--- src/rtl/hamming_rx_deserializer.sv ---
// Receive stage of the (15,11) Hamming decode path: collects one serial
// codeword, corrects any single-bit error and presents the data word downstream.
module hamming_rx_deserializer #(
  parameter int ERR_CNT_W = 8
) (
  input  logic                 CLK,
  input  logic                 REST,
  input  logic                 SERIAL_IN,
  input  logic                 IN_VALID,
  output logic                 IN_READY,
  output logic [10:0]          DATA_OUT,
  output logic [3:0]           SYNDROME,
  output logic                 ERR_FLAG,
  output logic                 OUT_VALID,
  input  logic                 OUT_READY,
  output logic [ERR_CNT_W-1:0] ERR_COUNT
);

  typedef enum logic [1:0] {COLLECT, CHECK, CORRECT, HOLD} state_t;

  state_t      state;
  logic [3:0]  count;
  logic [14:0] code;

  logic [3:0]  syn_calc;
  logic [14:0] corrected;
  logic [10:0] data_calc;

  // The syndrome is the XOR of the position indices of every set bit, which
  // points directly at the flipped position when exactly one bit is wrong.
  always_comb begin
    syn_calc  = '0;
    corrected = code;
    for (int p = 1; p <= 15; p++) begin
      if (code[p-1]) syn_calc = syn_calc ^ 4'(p);
      if (SYNDROME == 4'(p)) corrected[p-1] = ~code[p-1];
    end
    data_calc = {corrected[14:8], corrected[6:4], corrected[2]};
  end

  always_ff @(posedge CLK) begin
    if (REST) begin
      state     <= COLLECT;
      count     <= '0;
      code      <= '0;
      IN_READY  <= 1'b1;
      OUT_VALID <= 1'b0;
      DATA_OUT  <= '0;
      SYNDROME  <= '0;
      ERR_FLAG  <= 1'b0;
      ERR_COUNT <= '0;
    end else begin
      case (state)
        COLLECT: begin
          if (IN_VALID && IN_READY) begin
            code[count] <= SERIAL_IN;
            if (count == 4'd14) begin
              count    <= '0;
              IN_READY <= 1'b0;
              state    <= CHECK;
            end else begin
              count <= count + 4'd1;
            end
          end
        end
        CHECK: begin
          SYNDROME <= syn_calc;
          state    <= CORRECT;
        end
        CORRECT: begin
          if (SYNDROME != 4'd0) begin
            ERR_FLAG <= 1'b1;
            if (ERR_COUNT != '1) ERR_COUNT <= ERR_COUNT + ERR_CNT_W'(1);
          end else begin
            ERR_FLAG <= 1'b0;
          end
          DATA_OUT  <= data_calc;
          OUT_VALID <= 1'b1;
          state     <= HOLD;
        end
        HOLD: begin
          // Results stay put after release until the next word is corrected.
          if (OUT_READY) begin
            OUT_VALID <= 1'b0;
            IN_READY  <= 1'b1;
            state     <= COLLECT;
          end
        end
        default: state <= COLLECT;
      endcase
    end
  end

endmodule

--- config.mk ---
export PLATFORM = sky130hd
export DESIGN_NAME = hamming_rx_deserializer
export DESIGN_NICKNAME = d
export VERILOG_FILES = /design/src/rtl/hamming_rx_deserializer.sv
export SDC_FILE = /design/constraint.sdc
export NUM_CORES = 1
export LEC_CHECK = 0
export ABC_AREA = 0
export CAP_MARGIN = 40
export CELL_PAD_IN_SITES_DETAIL_PLACEMENT = 0
export CELL_PAD_IN_SITES_GLOBAL_PLACEMENT = 1
export CORE_AREA = 2 2 101 103
export DETAILED_ROUTE_END_ITERATION = 12
export DIE_AREA = 0 0 103 105
export PLACE_DENSITY = 0.64
export SYNTH_ARGS = -nofsm -noshare
export SYNTH_HDL_FRONTEND = slang
export SYNTH_SLANG_ARGS = --single-unit
--- constraint.sdc ---
create_clock -name CLK -period 2.85 [get_ports CLK]
set_input_delay 0.285 -clock CLK [delete_from_list [all_inputs] [get_ports CLK]]
set_output_delay 0.285 -clock CLK [all_outputs]
set_load 0.1 [all_outputs]
==> results_dict.tcl, run 1 <==
set metrics [dict create \
    status "completed" \
    synth.distinct_cells 36 \
    post-route-drc-count 0 \
    syn_area_um2 2390 \
    antenna_cells 0 \
    syn_inst 273 \
    worstRegToRegCells 6 \
    design_area_um2 2830 \
    yosys-top-cells-area "dfxtp_1, xnor2_1, mux2i_1" \
    synth_top_family_by_area "simple AND/OR/NAND/NOR gates" \
    drive_above_1_share_pct 12.7 \
    seq_area_frac_synth_pct 39.4 \
    syn_area_per_cell_um2 8.74 \
    setup_tns_ps 0 \
    overflow 0 \
    clkTransAtPathRegs_ps 90 \
    yosys.area_share.simple_pct 22.7 \
    critical_path_required_ps 3030 \
    synth_top_cell_by_area "dfxtp_1" \
    endpoint_kind "flip-flop" \
    cp-startpoint "state[0]$_SDFFE_PP0P_" \
    worstMarginPinSlew_ps 576 \
    dp_cells 424 \
    start_util_pct 24.8 \
    final_util_pct 29.4 \
    synth_top_area_share_pct 39.4 \
    final.setup_skew_ps 3.94 \
    root_buffer "clkbuf_8" \
    regArea_um2 941 \
    yosysWarnings 0 \
    endpoint "code[5]$_SDFFE_PP0P_" \
    finalSetupViolations 0 \
    vdd.ir_drop.worst_uv 180 \
    hp-class "flip-flop to flip-flop" \
    synth_compound_area_share_pct 13.9 \
    synth_edf_count 0 \
    startpoint_type "flip-flop" \
    vias 1934 \
    maxCapViolCount 0 \
    ys_ff_latch 47 \
    coreArea_um2 9640 \
    slew_headroom_pct 61.4 \
    drt_iter0_drc 43 \
    routed_via_density 4.48 \
    grt_start_max_net_pins 35 \
    syn_nets 284 \
    die-area_um2 10800 \
    cts_max_path_buffers 2 \
    power.leakage_nw 0.900 \
    clock.fmax_ghz 0.538 \
    ant_nets 0 \
    numCtsBuffers 5 \
    hold_violations 0 \
    post_cts_buffers 0 \
    hpwl_mm 3.93 \
    r2r_end "code[5]$_SDFFE_PP0P_" \
    drt-pass1-iter-count 4 \
    preCtsSetupSlack_ps 948 \
    gr-usage-all-layers_pct 10.1 \
    synthXorXnorAreaFrac_pct 10.3 \
    slew_viol_final 0 \
    cts.sinks 47 \
    cts-resized-gates 0 \
    place_area_um2 2750 \
    antenna_found_initial 0 \
    final_nets 309 \
    gp_congestion 0.743 \
    fin_cells 432 \
    cts_tree "yes" \
    ios 31 \
    synth_fa_ha_area_share_pct 3.14 \
    io_buffers 30 \
    dieWidth_um 103 \
    period_minus_slack_ps 1860 \
    crit_path_max_fanout 9 \
    holdBufCountCts 0 \
    synth_mux_area_share_pct 7.60 \
    grt_pass1_vias 1781 \
    fin_crit_sh_pct 65.2 \
    routedWlPerCell_um 12.5 \
    yosys_most_used_dff "dfxtp_1" \
    rrSetupSlack_ps 990 \
    nFillCells 1088 \
    totalWireLength_mm 5.39 \
    p_per_area_nw_per_um2 392 \
    htree_levels 2 \
    syn_to_final_growth_pct 18.6 \
    finalWorstSetupSlack_ps 992 \
    synthArstFlopShare_pct 0 \
    row_count 36 \
    multi_input_area_um2 1380 \
    r2r-start "state[0]$_SDFFE_PP0P_" \
    worst_ep_arrival_time_ps 2040 \
    clock_latency_ps 300 \
    grt_setup_unrepaired "no" \
    crit_type "flip-flop to flip-flop" \
    grt_pass1_wl_mm 8.78 \
    die_h_um 105 \
]
## routing by layer
layer | track usage (%) | wire [µm] | vias to the layer above | part of all wire (%)
li1 | - | - | 1016 | -
met1 | 13.8 | 2730 | 882 | 51
met2 | 15.9 | 2390 | 31 | 44
met3 | 2.41 | 214 | 5 | 4.0
met4 | 2.54 | 55 | 0 | 1.0
met5 | 0 | 0 | - | 0
## sequential cells by signal, indices dropped and copies added (netlist names)
signal     cells
OUT_VALID      1
DATA_OUT      11
ERR_FLAG       1
code          15
IN_READY       1
state          2
SYNDROME       4
count          4
ERR_COUNT      8
## cell families (layout without fill, tap and decap cells)
family | Yosys count | count (layout)
XOR/XNOR | 28 | 28
AND/OR/NAND/NOR | 112 | 112
AO/OA/AOI/OAI | 44 | 44
adder cells (fa/ha/maj) | 6 | 6
flip-flops | 47 | 47
multiplexers | 18 | 18
buffers and inverters | 18 | 44
## cells in the final DEF, fill, tap and decap left out, types with 2 or more instances in the layout
master,count
clkbuf_1,2
nor3_1,16
clkbuf_8,5
dfxtp_1,47
clkdlybuf4s50_1,4
mux2i_1,17
nand2b_1,10
a211oi_1,7
nor2_1,44
ha_1,6
nor2b_1,4
nand2_1,10
buf_4,28
inv_1,4
or3_1,10
xnor2_1,28
a311oi_1,9
nor4_1,6
o21ai_0,11
a21oi_1,8
nand3_1,6
## where the power goes
part	leakage, nW	switching [W]	internal [W]	total, W
combinational	0.478	0.0000327	0.0000186	0.0000513
clock	0.0422	0.000222	0.000173	0.000394
sequential	0.379	0.00000483	0.000660	0.000665
total	0.900	0.000259	0.000851	0.00111
## worst max-delay path: stages, from the launching register on
cell and delay [ps]:
dfxtp_1 350, inv_1 110, ha_1 320, nand3b_1 320, nor3_1 360, mux2i_1 220, nor2_1 60
## worst min path at each step
stage | startpoint | to | slack (ps) | cells after the start
2_1_floorplan | SERIAL_IN | code[4]$_SDFFE_PP0P_ | 430 | 2
3_3_place_gp | ERR_FLAG$_SDFFE_PP0P_ | ERR_FLAG$_SDFFE_PP0P_ | 460 | 2
3_5_place_dp | ERR_FLAG$_SDFFE_PP0P_ | ERR_FLAG$_SDFFE_PP0P_ | 470 | 2
4_1_cts | ERR_FLAG$_SDFFE_PP0P_ | ERR_FLAG$_SDFFE_PP0P_ | 480 | 2
5_1_grt | ERR_FLAG$_SDFFE_PP0P_ | ERR_FLAG$_SDFFE_PP0P_ | 510 | 2
6_report | ERR_FLAG$_SDFFE_PP0P_ | ERR_FLAG$_SDFFE_PP0P_ | 480 | 2
## synth_stat cells (all sizes together) (4+ instances only)
cell type,instances
dfxtp,47
nor2,44
xnor2,28
mux2i,17
nor3,16
o21ai,11
a311oi,10
clkbuf,10
nand2,10
nand2b,10
or3,10
a21oi,8
a211oi,7
ha,6
nand3,6
nor4,6
buf,4
inv,4
nor2b,4
## per-stage QoR
step,total power [W],hold slack (ps)
after global routing,0.00117,511
after CTS,0.00114,485
after global placement,0.000733,460
final,0.00111,482
after floorplan,0.000715,432
after detailed placement,0.000733,472
## layout make-up
cell class	instances	share of cell area, %
Clock buffer	7	2.70
Clock inverter	1	0.177
Inverter	4	0.531
Multi-Input combinational cell	208	48.6
Sequential cell	47	33.2
Tap cell	133	5.88
Timing Repair Buffer	32	8.84
Power figures use the tool's default switching activity.
==> run 2, diff against run 1 <==
--- a/config.mk
+++ b/config.mk
@@ -12,7 +12,7 @@
 export CORE_AREA = 2 2 101 103
 export DETAILED_ROUTE_END_ITERATION = 12
 export DIE_AREA = 0 0 103 105
-export PLACE_DENSITY = 0.64
+export PLACE_DENSITY = 0.65
 export SYNTH_ARGS = -nofsm -noshare
 export SYNTH_HDL_FRONTEND = slang
 export SYNTH_SLANG_ARGS = --single-unit
==> constraint.sdc (replaced) <==
create_clock -name CLK -period 1.7 [get_ports CLK]
set_input_delay 0.17 -clock CLK [delete_from_list [all_inputs] [get_ports CLK]]
set_output_delay 0.17 -clock CLK [all_outputs]
set_load 0.1 [all_outputs]
==> results_dict.tcl, run 2 (synthesis results as in run 1) <==
set metrics [dict create \
    p_per_area_nw_per_um2 687 \
    final_nets 323 \
    syn_to_final_growth_pct 32.7 \
    vdd.ir_drop.worst_uv 404 \
    overflow 0 \
    power.leakage_nw 1.03 \
    die_h_um 105 \
    setup_tns_ps 0 \
    startpoint_type "flip-flop" \
    ios 31 \
    totalWireLength_mm 5.52 \
    routedWlPerCell_um 12.4 \
    p_total_w 0.00218 \
    numCtsBuffers 5 \
    grt_pass1_vias 1866 \
    cts_max_path_buffers 2 \
    drt-pass1-iter-count 4 \
    reg.largest.list "code (15), DATA_OUT (11), ERR_COUNT (8)" \
    routed_via_density 4.51 \
    cts.sinks 47 \
    grt_pass1_wl_mm 9.32 \
    io_buffers 30 \
    drt_iter0_drc 65 \
    maxCapViolCount 0 \
    hpwl_mm 4.02 \
    dieWidth_um 103 \
    clock_latency_ps 300 \
    die-area_um2 10800 \
    grt_setup_unrepaired "yes" \
    post-route-drc-count 0 \
    ant_nets 0 \
    clock.fmax_ghz 0.617 \
    rrSetupSlack_ps 80 \
    finalWorstSetupSlack_ps 79.8 \
    endpoint_kind "flip-flop" \
    htree_levels 2 \
    slew_headroom_pct 61.9 \
    final_common_cell "nor2_1" \
    finalSetupViolations 0 \
    root_buffer "clkbuf_8" \
    clkTransAtPathRegs_ps 90 \
    worst_ep_arrival_time_ps 1810 \
    period_minus_slack_ps 1620 \
    hp-class "flip-flop to flip-flop" \
    layout_common_cells "nor2_1, dfxtp_1, buf_4" \
    slew_viol_final 0 \
    critical_path_required_ps 1890 \
    gr-usage-all-layers_pct 10.5 \
    start_util_pct 24.8 \
    crit_path_max_fanout 4 \
    fin_crit_sh_pct 95.3 \
    antenna_found_initial 0 \
    max_flop_register "code" \
    largest_register_ffs 15 \
    status "completed" \
    holdBufCountCts 0 \
    crit_type "flip-flop to flip-flop" \
    gp_congestion 0.784 \
    preCtsSetupSlack_ps -27.4 \
    drive_above_1_share_pct 24.3 \
    row_count 36 \
    place_area_um2 2980 \
    hold_violations 0 \
    nFillCells 1041 \
    final.setup_skew_ps 8.95 \
    cts_tree "yes" \
    grt_start_max_net_pins 34 \
    design_area_um2 3170 \
    vias 2012 \
    worstMarginPinSlew_ps 570 \
    coreArea_um2 9640 \
    antenna_cells 0 \
]
==> run 2: cell types whose count changed in the layout (fill, tap and decap cells not counted), sizes merged <==
cell / change
clkbuf: -1
bufinv: +2
buf: +14
clkinv: -1
==> run 2: metal layers <==
metal	part of all wire (%)	vias up	GRT usage [%]	wire, µm
met2	47	29	16.4	2600
met3	2.7	2	2.07	149
met4	0.34	0	2.54	19
met5	0	-	0	0
met1	50	938	14.7	2750
li1	-	1043	-	-
==> run 2: path summary, 6_finish.rpt <==
check / endpoint / cells past startpoint / from
setup / recovery: ERR_COUNT[5]$_SDFFE_PP0P_ / 6 / state[0]$_SDFFE_PP0P_
hold / removal: ERR_FLAG$_SDFFE_PP0P_ / 2 / ERR_FLAG$_SDFFE_PP0P_
setup reg to reg: ERR_COUNT[5]$_SDFFE_PP0P_ / 6 / state[0]$_SDFFE_PP0P_
hold reg to reg: ERR_FLAG$_SDFFE_PP0P_ / 2 / ERR_FLAG$_SDFFE_PP0P_
==> run 2: layout make-up <==
cell class | count | area, µm² | share of cell area [%]
Clock inverter | 2 | 60.1 | 1.90
Sequential cell | 47 | 963 | 30.4
Inverter | 4 | 15.0 | 0.474
Tap cell | 133 | 166 | 5.25
Timing Repair Buffer | 46 | 468 | 14.8
Multi-Input combinational cell | 208 | 1420 | 44.9
Clock buffer | 6 | 72.6 | 2.29
==> run 2: worst max-delay path, stage by stage, from the launching register on <==
cell and delay, ps:
dfxtp_1 320, inv_1 100, ha_2 220, o41ai_4 110
a311oi_2 310, nand3_1 130, mux2_1 320
==> run 2: power by group <==
group,switching (W),internal [W]
clock network,0.000382,0.000588
logic,0.0000587,0.0000362
registers,0.00000819,0.00110
total,0.000449,0.00173
==> run 2: per-stage QoR <==
stage / hold slack, ps / cells / util [%]
final: 482 / 446 / 32.9
after global routing: 505 / 446 / 32.9
after CTS: 487 / 445 / 32.3
after detailed placement: 473 / 437 / 30.9
after global placement: 459 / 437 / 30.9
after floorplan: 317 / 273 / -
==> run 2: repair_timing <==
item,in CTS,in global routing
setup endpoints to repair,0,15
gates resized for setup,0,10
buffers inserted,0,1
endpoints found under the hold margin,0,0
